### config.mk
export PLATFORM = sky130hd
export DESIGN_NAME = ins_fetch_flat
export DESIGN_NICKNAME = d
export VERILOG_FILES = /design/src/rtl/ins_fetch_if.sv /design/src/rtl/ins_fetch.sv /design/src/flat_wrapper.sv
export SDC_FILE = /design/constraint.sdc
export NUM_CORES = 1
export LEC_CHECK = 0
export CAP_MARGIN = 20
export CORE_MARGIN = 2
export CORE_UTILIZATION = 40
export DETAILED_ROUTE_END_ITERATION = 12
export PLACE_DENSITY = 0.72
export SYNTH_ARGS = -nofsm -noshare
export SYNTH_HDL_FRONTEND = slang
export SYNTH_SLANG_ARGS = --single-unit
### constraint.sdc
create_clock -name clk_in -period 6.9 [get_ports clk_in]
set_clock_uncertainty 0.1 [all_clocks]
set_input_delay 0.69 -clock clk_in [delete_from_list [all_inputs] [get_ports clk_in]]
set_output_delay 0.69 -clock clk_in [all_outputs]
set_load 0.01 [all_outputs]
### src/rtl/ins_fetch_if.sv
// Fetch-unit bus bundle: icache request/response, decode handoff, ROB redirect and branch updates.
// master = fetch unit, slave = surrounding pipeline/icache.
interface ins_fetch_if;
    logic        ic_req;
    logic [31:0] ic_addr;
    logic        ic_ready;
    logic [31:0] ic_data;

    logic        is_ins;
    logic [31:0] ins_addr;
    logic [31:0] ins;
    logic        pred_jmp;
    logic [31:0] pred_another;
    logic        f_stall;

    logic        rob_clear;
    logic [31:0] rob_new_pc;
    logic        rob_br_upd;
    logic [31:0] rob_br_pc;
    logic        rob_br_taken;

    modport master (
        output ic_req, ic_addr, is_ins, ins_addr, ins, pred_jmp, pred_another,
        input  ic_ready, ic_data, f_stall, rob_clear, rob_new_pc,
               rob_br_upd, rob_br_pc, rob_br_taken
    );

    modport slave (
        input  ic_req, ic_addr, is_ins, ins_addr, ins, pred_jmp, pred_another,
        output ic_ready, ic_data, f_stall, rob_clear, rob_new_pc,
               rob_br_upd, rob_br_pc, rob_br_taken
    );
endinterface

### src/rtl/ins_fetch.sv
// Instruction fetch: FLUSH/FETCH/HOLD sequencer with next-PC prediction; one instruction per 2 cycles at best.
// Define BHT_EN for a 2-bit counter branch history table; otherwise static backward-taken prediction.
module ins_fetch #(
    parameter logic [31:0] RESET_PC  = 32'h0,
    parameter int          BHT_IDX_W = 6
) (
    input  logic         clk_in,
    input  logic         rst_in,
    input  logic         rdy_in,
    ins_fetch_if.master  bus
);
    localparam logic [1:0] ST_FLUSH = 2'd0;
    localparam logic [1:0] ST_FETCH = 2'd1;
    localparam logic [1:0] ST_HOLD  = 2'd2;

    logic [1:0]  state_q, state_d;
    logic [31:0] pc_q, pc_d;
    logic [31:0] next_pc_q, next_pc_d;
    logic        is_ins_q, is_ins_d;
    logic [31:0] ins_addr_q, ins_addr_d;
    logic [31:0] ins_q, ins_d;
    logic        pred_jmp_q, pred_jmp_d;
    logic [31:0] pred_another_q, pred_another_d;

    // Decode of the returning icache word against the current PC
    logic [31:0] insn;
    logic        is_rv32, is_br, is_jal, is_cj, is_cb;
    logic [31:0] len, fall_pc, imm, target, pred_next, pred_alt;
    logic        cond_taken, pj;

    assign insn    = bus.ic_data;
    assign is_rv32 = (insn[1:0] == 2'b11);
    assign is_br   = is_rv32 && (insn[6:0] == 7'b1100011);
    assign is_jal  = is_rv32 && (insn[6:0] == 7'b1101111);
    assign is_cj   = (insn[1:0] == 2'b01) && ((insn[15:13] == 3'b101) || (insn[15:13] == 3'b001));
    assign is_cb   = (insn[1:0] == 2'b01) && ((insn[15:13] == 3'b110) || (insn[15:13] == 3'b111));
    assign len     = is_rv32 ? 32'd4 : 32'd2;
    assign fall_pc = pc_q + len;

    always_comb begin
        imm = 32'd0;
        if (is_br)
            imm = {{20{insn[31]}}, insn[7], insn[30:25], insn[11:8], 1'b0};
        else if (is_jal)
            imm = {{12{insn[31]}}, insn[19:12], insn[20], insn[30:21], 1'b0};
        else if (is_cj)
            imm = {{21{insn[12]}}, insn[8], insn[10:9], insn[6], insn[7], insn[2],
                   insn[11], insn[5:3], 1'b0};
        else if (is_cb)
            imm = {{24{insn[12]}}, insn[6:5], insn[2], insn[11:10], insn[4:3], 1'b0};
    end

    assign target = pc_q + imm;

`ifdef BHT_EN
    localparam int BHT_N = 1 << BHT_IDX_W;

    logic [1:0]           bht_q [BHT_N];
    logic [1:0]           bht_d [BHT_N];
    logic [BHT_IDX_W-1:0] rd_idx, upd_idx;
    logic                 unused_br;

    assign rd_idx     = pc_q[BHT_IDX_W:1];
    assign upd_idx    = bus.rob_br_pc[BHT_IDX_W:1];
    // Prediction reads bht_q, so a same-cycle update to this entry is not yet visible
    assign cond_taken = bht_q[rd_idx][1];
    assign unused_br  = ^{bus.rob_br_pc[31:BHT_IDX_W+1], bus.rob_br_pc[0], bus.rob_new_pc[0]};

    always_comb begin
        bht_d = bht_q;
        if (rdy_in && bus.rob_br_upd) begin
            if (bus.rob_br_taken && (bht_q[upd_idx] != 2'b11))
                bht_d[upd_idx] = bht_q[upd_idx] + 2'b01;
            else if (!bus.rob_br_taken && (bht_q[upd_idx] != 2'b00))
                bht_d[upd_idx] = bht_q[upd_idx] - 2'b01;
        end
    end

    always_ff @(posedge clk_in) begin
        if (!rst_in) begin
            for (int i = 0; i < BHT_N; i++)
                bht_q[i] <= 2'b01;
        end else begin
            bht_q <= bht_d;
        end
    end
`else
    logic unused_br;

    assign cond_taken = imm[31];
    assign unused_br  = ^{bus.rob_br_upd, bus.rob_br_pc, bus.rob_br_taken, bus.rob_new_pc[0]};
`endif

    assign pj        = is_jal || is_cj || ((is_br || is_cb) && cond_taken);
    assign pred_next = pj ? target : fall_pc;
    assign pred_alt  = pj ? fall_pc : ((is_br || is_cb) ? target : fall_pc);

    always_comb begin
        state_d        = state_q;
        pc_d           = pc_q;
        next_pc_d      = next_pc_q;
        is_ins_d       = is_ins_q;
        ins_addr_d     = ins_addr_q;
        ins_d          = ins_q;
        pred_jmp_d     = pred_jmp_q;
        pred_another_d = pred_another_q;
        if (rdy_in) begin
            if (bus.rob_clear) begin
                pc_d     = {bus.rob_new_pc[31:1], 1'b0};
                is_ins_d = 1'b0;
                state_d  = ST_FLUSH;
            end else begin
                case (state_q)
                    ST_FLUSH: state_d = ST_FETCH;
                    ST_FETCH: begin
                        if (bus.ic_ready) begin
                            ins_d          = bus.ic_data;
                            ins_addr_d     = pc_q;
                            is_ins_d       = 1'b1;
                            pred_jmp_d     = pj;
                            pred_another_d = pred_alt;
                            next_pc_d      = pred_next;
                            state_d        = ST_HOLD;
                        end
                    end
                    ST_HOLD: begin
                        if (!bus.f_stall) begin
                            is_ins_d = 1'b0;
                            pc_d     = next_pc_q;
                            state_d  = ST_FETCH;
                        end
                    end
                    default: state_d = ST_FLUSH;
                endcase
            end
        end
    end

    always_ff @(posedge clk_in) begin
        if (!rst_in) begin
            state_q        <= ST_FLUSH;
            pc_q           <= RESET_PC;
            next_pc_q      <= RESET_PC;
            is_ins_q       <= 1'b0;
            ins_addr_q     <= 32'd0;
            ins_q          <= 32'd0;
            pred_jmp_q     <= 1'b0;
            pred_another_q <= 32'd0;
        end else begin
            state_q        <= state_d;
            pc_q           <= pc_d;
            next_pc_q      <= next_pc_d;
            is_ins_q       <= is_ins_d;
            ins_addr_q     <= ins_addr_d;
            ins_q          <= ins_d;
            pred_jmp_q     <= pred_jmp_d;
            pred_another_q <= pred_another_d;
        end
    end

    assign bus.ic_req       = (state_q == ST_FETCH);
    assign bus.ic_addr      = pc_q;
    assign bus.is_ins       = is_ins_q;
    assign bus.ins_addr     = ins_addr_q;
    assign bus.ins          = ins_q;
    assign bus.pred_jmp     = pred_jmp_q;
    assign bus.pred_another = pred_another_q;
endmodule

### src/flat_wrapper.sv
// flat-port wrapper written by rule: the top's interface ports become plain ports
module ins_fetch_flat 
#(
    parameter logic [31:0] RESET_PC  = 32'h0,
    parameter int          BHT_IDX_W = 6
)
  (clk_in, rst_in, rdy_in, bus_ic_req, bus_ic_addr, bus_is_ins, bus_ins_addr, bus_ins, bus_pred_jmp, bus_pred_another, bus_ic_ready, bus_ic_data, bus_f_stall, bus_rob_clear, bus_rob_new_pc, bus_rob_br_upd, bus_rob_br_pc, bus_rob_br_taken);
  ins_fetch_if bus_i ();
  input  logic clk_in;
  input  logic rst_in;
  input  logic rdy_in;
  output wire logic [$bits(bus_i.ic_req)-1:0] bus_ic_req;
  output wire logic [$bits(bus_i.ic_addr)-1:0] bus_ic_addr;
  output wire logic [$bits(bus_i.is_ins)-1:0] bus_is_ins;
  output wire logic [$bits(bus_i.ins_addr)-1:0] bus_ins_addr;
  output wire logic [$bits(bus_i.ins)-1:0] bus_ins;
  output wire logic [$bits(bus_i.pred_jmp)-1:0] bus_pred_jmp;
  output wire logic [$bits(bus_i.pred_another)-1:0] bus_pred_another;
  input wire logic [$bits(bus_i.ic_ready)-1:0] bus_ic_ready;
  input wire logic [$bits(bus_i.ic_data)-1:0] bus_ic_data;
  input wire logic [$bits(bus_i.f_stall)-1:0] bus_f_stall;
  input wire logic [$bits(bus_i.rob_clear)-1:0] bus_rob_clear;
  input wire logic [$bits(bus_i.rob_new_pc)-1:0] bus_rob_new_pc;
  input wire logic [$bits(bus_i.rob_br_upd)-1:0] bus_rob_br_upd;
  input wire logic [$bits(bus_i.rob_br_pc)-1:0] bus_rob_br_pc;
  input wire logic [$bits(bus_i.rob_br_taken)-1:0] bus_rob_br_taken;
  assign bus_ic_req = bus_i.ic_req;
  assign bus_ic_addr = bus_i.ic_addr;
  assign bus_is_ins = bus_i.is_ins;
  assign bus_ins_addr = bus_i.ins_addr;
  assign bus_ins = bus_i.ins;
  assign bus_pred_jmp = bus_i.pred_jmp;
  assign bus_pred_another = bus_i.pred_another;
  assign bus_i.ic_ready = bus_ic_ready;
  assign bus_i.ic_data = bus_ic_data;
  assign bus_i.f_stall = bus_f_stall;
  assign bus_i.rob_clear = bus_rob_clear;
  assign bus_i.rob_new_pc = bus_rob_new_pc;
  assign bus_i.rob_br_upd = bus_rob_br_upd;
  assign bus_i.rob_br_pc = bus_rob_br_pc;
  assign bus_i.rob_br_taken = bus_rob_br_taken;
  ins_fetch #(.RESET_PC(RESET_PC), .BHT_IDX_W(BHT_IDX_W)) u_core (.clk_in(clk_in), .rst_in(rst_in), .rdy_in(rdy_in), .bus(bus_i));
endmodule
[After elaboration in Yosys (flattened, before gate mapping)]
Cells that the tools add are included.
Storage, ports and cells
  register bits: 164
  bits of input ports: 104
  logic and storage cells: 60
Operators by class
  add/subtract/negate cells: 2
  equality and inequality tests: 13
  muxes and demuxes: 19
  bitwise gates (word level): 1
  reduce and logical (&&, ||, !) cells: 17
Operator list (number)
  two-way mux 32 bit: 10
  adder 32 bit: 2
  == test 7 bit (second input constant): 2
  == test 3 bit (second input constant): 3
  AND reduction 4 bit: 2
  two-way mux 2 bit: 3
  one-hot mux 2 bit (3 select lines): 1
  AND reduction 3 bit: 2
  logical AND 1 bit: 5
  logical OR 1 bit: 5
  == test 2 x 1 -> 1 bit (second input constant): 2
  == test 2 bit (second input constant): 2
  == test 3 x 1 -> 1 bit (second input constant): 1
  two-way mux 1 bit: 3
  two-way mux 3 bit: 1
  inequality test 3 x 1 -> 1 bit (second input constant): 1
  inequality test 3 bit (second input constant): 1
  nonzero test 3 bit: 1
  zero test 2 bit: 1
  inequality test 2 x 1 -> 1 bit (second input constant): 1
  one-hot mux 1 bit (2 select lines): 1
  nonzero test 2 bit: 1
  inverter 1 bit: 1

[Longest topological paths before layout]
  depth in word-level cells: 10
  gate-level depth with buffers: 18
  gate-level depth less buffers: 17

[Worst setup path after synthesis]
Ideal clock, no wire load.
  path type: input port to flip-flop
  start point: input bus_ic_data[0]
  end point: register u_core.next_pc_q[31]
  data arrival time: 3.935 ns
  data required time: 6.726 ns
  setup slack: 2.790 ns
  stages on the path: 16
  path buffers: 1
  path through: nor2b_1 > and3b_1 > clkbuf_1 > or2_2 > a222oi_1 > inv_1 > fa_1 > a21o_1 > a21oi_2 > o211ai_1 > a31oi_1 > o21ai_1 > a21oi_1 > nor2_1 > or4_1 > a31oi_1
Between the ends
  cells in the longest elaborated chain, start to end: 9
  elaborated cells on any way between the ends: 20
RTL lines
  start: declaration: RTL line flat_wrapper.sv:20  | input wire logic [$bits(bus_i.ic_data)-1:0] bus_ic_data;
  branches (longest 8 deep; another with adder 32 bit)
  two-way mux 32 bit (*): RTL line ins_fetch.sv:95  | assign pred_next = pj ? target : fall_pc;
  end signal: assignment: RTL line ins_fetch.sv:152  | next_pc_q <= next_pc_d;
  end: declaration: RTL line ins_fetch.sv:18  | logic [31:0] next_pc_q, next_pc_d;
Mark *: on every way between the ends.
A chain may end at the register's enable or synchronous reset.

[Final worst setup path]
Ends and elaborated chain as after synthesis.

==> metrics.md <==
| Metric | Value |
|---|---|
| Status | `finished, final reports clean` |
| Main synth FF type | `dfxtp_1` |
| Std-Cell Rows | `56` |
| GRT Overall Usage | `22.7%` |
| Post-DP HPWL | `19900 µm` |
| Fin. Hold Viols | `0` |
| CTS Root Cell | `clkbuf_16` |
| Starting Density | `40.4%` |
| Hold crit path type | `flop to flop` |
| # hold bufs at CTS | `0` |
| DRC Markers | `0` |
| Critical Path AT | `5.09 ns` |
| GR Overflow Total | `0` |
| Die Wd | `157 µm` |
| Die Y | `157 µm` |
| Layout fillers | `2216` |
| Antenna diode count | `0` |
| Max-slew violation count | `0` |
| Mapped Cells | `1165` |
| I/O Buffers | `199` |
| Largest net degree at the start of global routing | `91` |
| Placed cells | `1606` |
| CTS tree | `yes` |
| Number of library cell types mapped by synthesis | `66` |
| Final worst slack | `2.07 ns` |
| Max-cap violations | `0` |
| Detailed Routing Iterations Pass 1 | `5` |
| Antenna violations before repair | `1` |
| Sw frac | `27.3%` |
| Post-synth EDFFs | `0` |
| Setup Viol. Count Final | `0` |
| P&R area growth vs syn | `29.3%` |
| Power per cell area | `183 nW/µm²` |
| Via density | `5.48` |
| H-tree levels | `4` |
| Total number of vias | `8983` |
| Average cell area after synthesis | `8.06 µm²` |
| Least-Margin Pin Slew | `0.826 ns` |
| Sequential share of power | `44.3%` |
| Post-Route Setup TNS | `0 ns` |
| Critical Path Sink Type | `flop` |
| Crit path time final | `4.83 ns` |
| DR WL/cell | `17.1 µm` |
| Final wirelength | `28000 µm` |
| Worst-path fanout max | `11` |
| Multi-input logic area | `5740 µm²` |
| CTS Buf Count | `17` |
| Net Switching | `0.607 mW` |
| Initial DRC Count | `591` |
| Top Ports | `235` |
| Nets | `1446` |
| Clock Latency Late Sink | `0.43 ns` |
| Post-synth ARST share | `0%` |
| Post-route insts no fill | `1640` |
| Crit start category | `primary input` |
| Register area | `3240 µm²` |
| Critical path class | `primary input to flop` |
| CTS clk-pin slew, worst paths | `0.07 ns` |
| Period utilization | `70.0%` |
| Setup bufs post-CTS | `0` |
| YS warnings | `0` |
| Power share of the clock group | `42.1%` |
| GP Congestion | `0.901` |
| Post-Place Worst Slack | `1.70 ns` |
| Clock sink total | `162` |
| VDD IR max | `147 µV` |
| Worst rel slew slack | `44.9%` |
| DRT antenna net count | `0` |
| Resized Gates After CTS | `0` |
| Die Area | `24700 µm²` |
| Core area | `23300 µm²` |
| Min Hold Slack | `0.351 ns` |
| Worst Path Required | `7.15 ns` |
| Sequential fraction of the synthesis area | `34.5%` |
| Combinational Power Share | `13.6%` |
| Internal Pwr Total | `1.62 mW` |
| RSZ-0062 raised after global routing | `false` |
| Max clock buf depth | `2` |
| First-pass GRT wire length | `44600 µm` |
| Fin util | `52.2%` |
| Post-Syn Area | `9390 µm²` |
| Synth Net Count | `1303` |
| Maximum clock frequency | `207 MHz` |
| P_leak | `4.97 nW` |
| Vias in the first global route | `8402` |
| Share of post-route cells with drive strength above 1 | `4.62%` |
| Synthesized flop and latch total | `162` |
area by class of cell:
class	instances	share of cell area, %
Tap cell	319	3.29
Clock buffer	23	4.19
Timing Repair Buffer	211	17.4
Inverter	19	0.588
Sequential cell	162	26.7
Clock inverter	9	0.588
Multi-Input combinational cell	897	47.3
critical path, cell delays in order:
cell             delay, ns
clkdlybuf4s50_1       0.44
nor2b_1               0.18
and3b_1               0.30
or2_2                 0.37
a222oi_1              0.39
inv_1                 0.15
fa_1                  0.45
a21o_1                0.20
a21oi_2               0.25
o211ai_1              0.12
a31oi_1               0.28
o21ai_1               0.24
a21oi_1               0.26
nor2_1                0.09
or4_1                 0.48
a31oi_1               0.19
power by group through the flow:
stage | Combinational (mW) | Sequential, mW | Clock, mW
floorplan | 0.172 | 1.00 | 0
global placement | 0.297 | 1.00 | 0
detailed placement | 0.301 | 1.01 | 0
CTS | 0.303 | 0.984 | 0.955
global route | 0.332 | 0.987 | 0.993
finish | 0.303 | 0.985 | 0.937
through the flow:
stage | instance area [µm²] | total power [mW]
6_report | 12100 | 2.22
3_3_place_gp | 11500 | 1.30
5_1_grt | 12100 | 2.31
3_5_place_dp | 11500 | 1.31
2_1_floorplan | 9390 | 1.18
4_1_cts | 12100 | 2.24
cell usage after synthesis, types with 3 or more instances:
cell type | instances | area share (%)
nand2_1 | 229 | 9.2
dfxtp_1 | 162 | 35
a21boi_0 | 66 | 5.3
clkbuf_1 | 66 | 2.6
a21oi_1 | 61 | 3.3
nor2_1 | 59 | 2.4
o211a_1 | 52 | 5.5
nand3_1 | 39 | 2.1
mux2i_1 | 33 | 3.5
ha_1 | 32 | 4.3
xnor2_1 | 27 | 2.5
o21ai_0 | 26 | 1.4
o211ai_1 | 25 | 2.0
xor2_1 | 25 | 2.3
o21ai_1 | 21 | 1.1
inv_1 | 19 | 0.76
nor3_1 | 17 | 0.91
a21o_1 | 16 | 1.3
o21a_1 | 15 | 1.2
a21boi_1 | 13 | 1.0
nor2b_1 | 13 | 0.87
a31oi_1 | 12 | 0.80
and3_1 | 12 | 0.80
a211oi_1 | 10 | 0.80
nand4_1 | 10 | 0.67
buf_2 | 9 | 0.48
and2_1 | 7 | 0.47
buf_1 | 7 | 0.28
nand2b_1 | 7 | 0.47
o31ai_1 | 6 | 0.48
a22o_1 | 5 | 0.47
buf_4 | 5 | 0.40
a221o_1 | 4 | 0.43
nor3b_1 | 4 | 0.32
or3_1 | 4 | 0.27
and3b_1 | 3 | 0.28
and4_1 | 3 | 0.28
or2_1 | 3 | 0.20
cell usage in the layout, fill, tap and decap left out, drive strengths merged, types with 5 or more instances in the layout:
cell type | netlist | final
nand4 | 10 | 10
xnor2 | 27 | 27
and3 | 12 | 12
buf | 21 | 14
o211a | 52 | 52
nor2b | 13 | 13
dfxtp | 162 | 162
o211ai | 25 | 25
a31oi | 12 | 12
inv | 19 | 21
clkdlybuf4s50 | 0 | 197
xor2 | 25 | 25
nand2b | 7 | 7
a21o | 16 | 16
o31ai | 6 | 6
nand3 | 40 | 40
nor3 | 19 | 19
a21boi | 79 | 79
a211oi | 11 | 11
clkbuf | 66 | 23
nor3b | 5 | 5
nand2 | 229 | 229
and2 | 7 | 7
o21ai | 49 | 49
nor2 | 59 | 59
clkinvlp | 0 | 6
a22o | 5 | 5
ha | 32 | 32
mux2i | 33 | 33
a21oi | 62 | 62
o21a | 15 | 15
worst paths after layout:
check / start / end / slack, ns / cells past startpoint
max: bus_ic_data[0] / u_core.next_pc_q[31] / 2.07 / 16
min: u_core.next_pc_q[27] / u_core.next_pc_q[27] / 0.35 / 2
max reg2reg: u_core.bus.ic_addr[1] / u_core.bus.pred_another[31] / 3.38 / 12
min reg2reg: u_core.next_pc_q[27] / u_core.next_pc_q[27] / 0.35 / 2
cells by family after synthesis:
| logic type | count (synthesis) | share of synthesized area, % |
|---|---|---|
| AOI/OAI and AO/OA | 354 | 27.4 |
| xor gates and xnor gates | 52 | 4.85 |
| adders and majority gates | 34 | 4.69 |
| buffers and inverters | 106 | 4.56 |
| DFF | 162 | 34.5 |
| muxes | 35 | 3.76 |
| and+or+nand+nor | 422 | 20.3 |
metal layers:
metal  part of all wire (%)  track usage [%]
met1                     45             29.4
met2                     47             37.5
met3                    6.5             5.34
met4                    1.9             6.67
met5                      0                0
state kept, by name, indices dropped and copies added, names as in the netlist:
register	count
u_core.bus.ins_addr	31
u_core.bus.ins	32
u_core.bus.pred_jmp	1
u_core.next_pc_q	31
u_core.bus.pred_another	32
u_core.state_q	2
u_core.bus.ic_addr	32
u_core.bus.is_ins	1
Power figures use the tool's default switching activity.
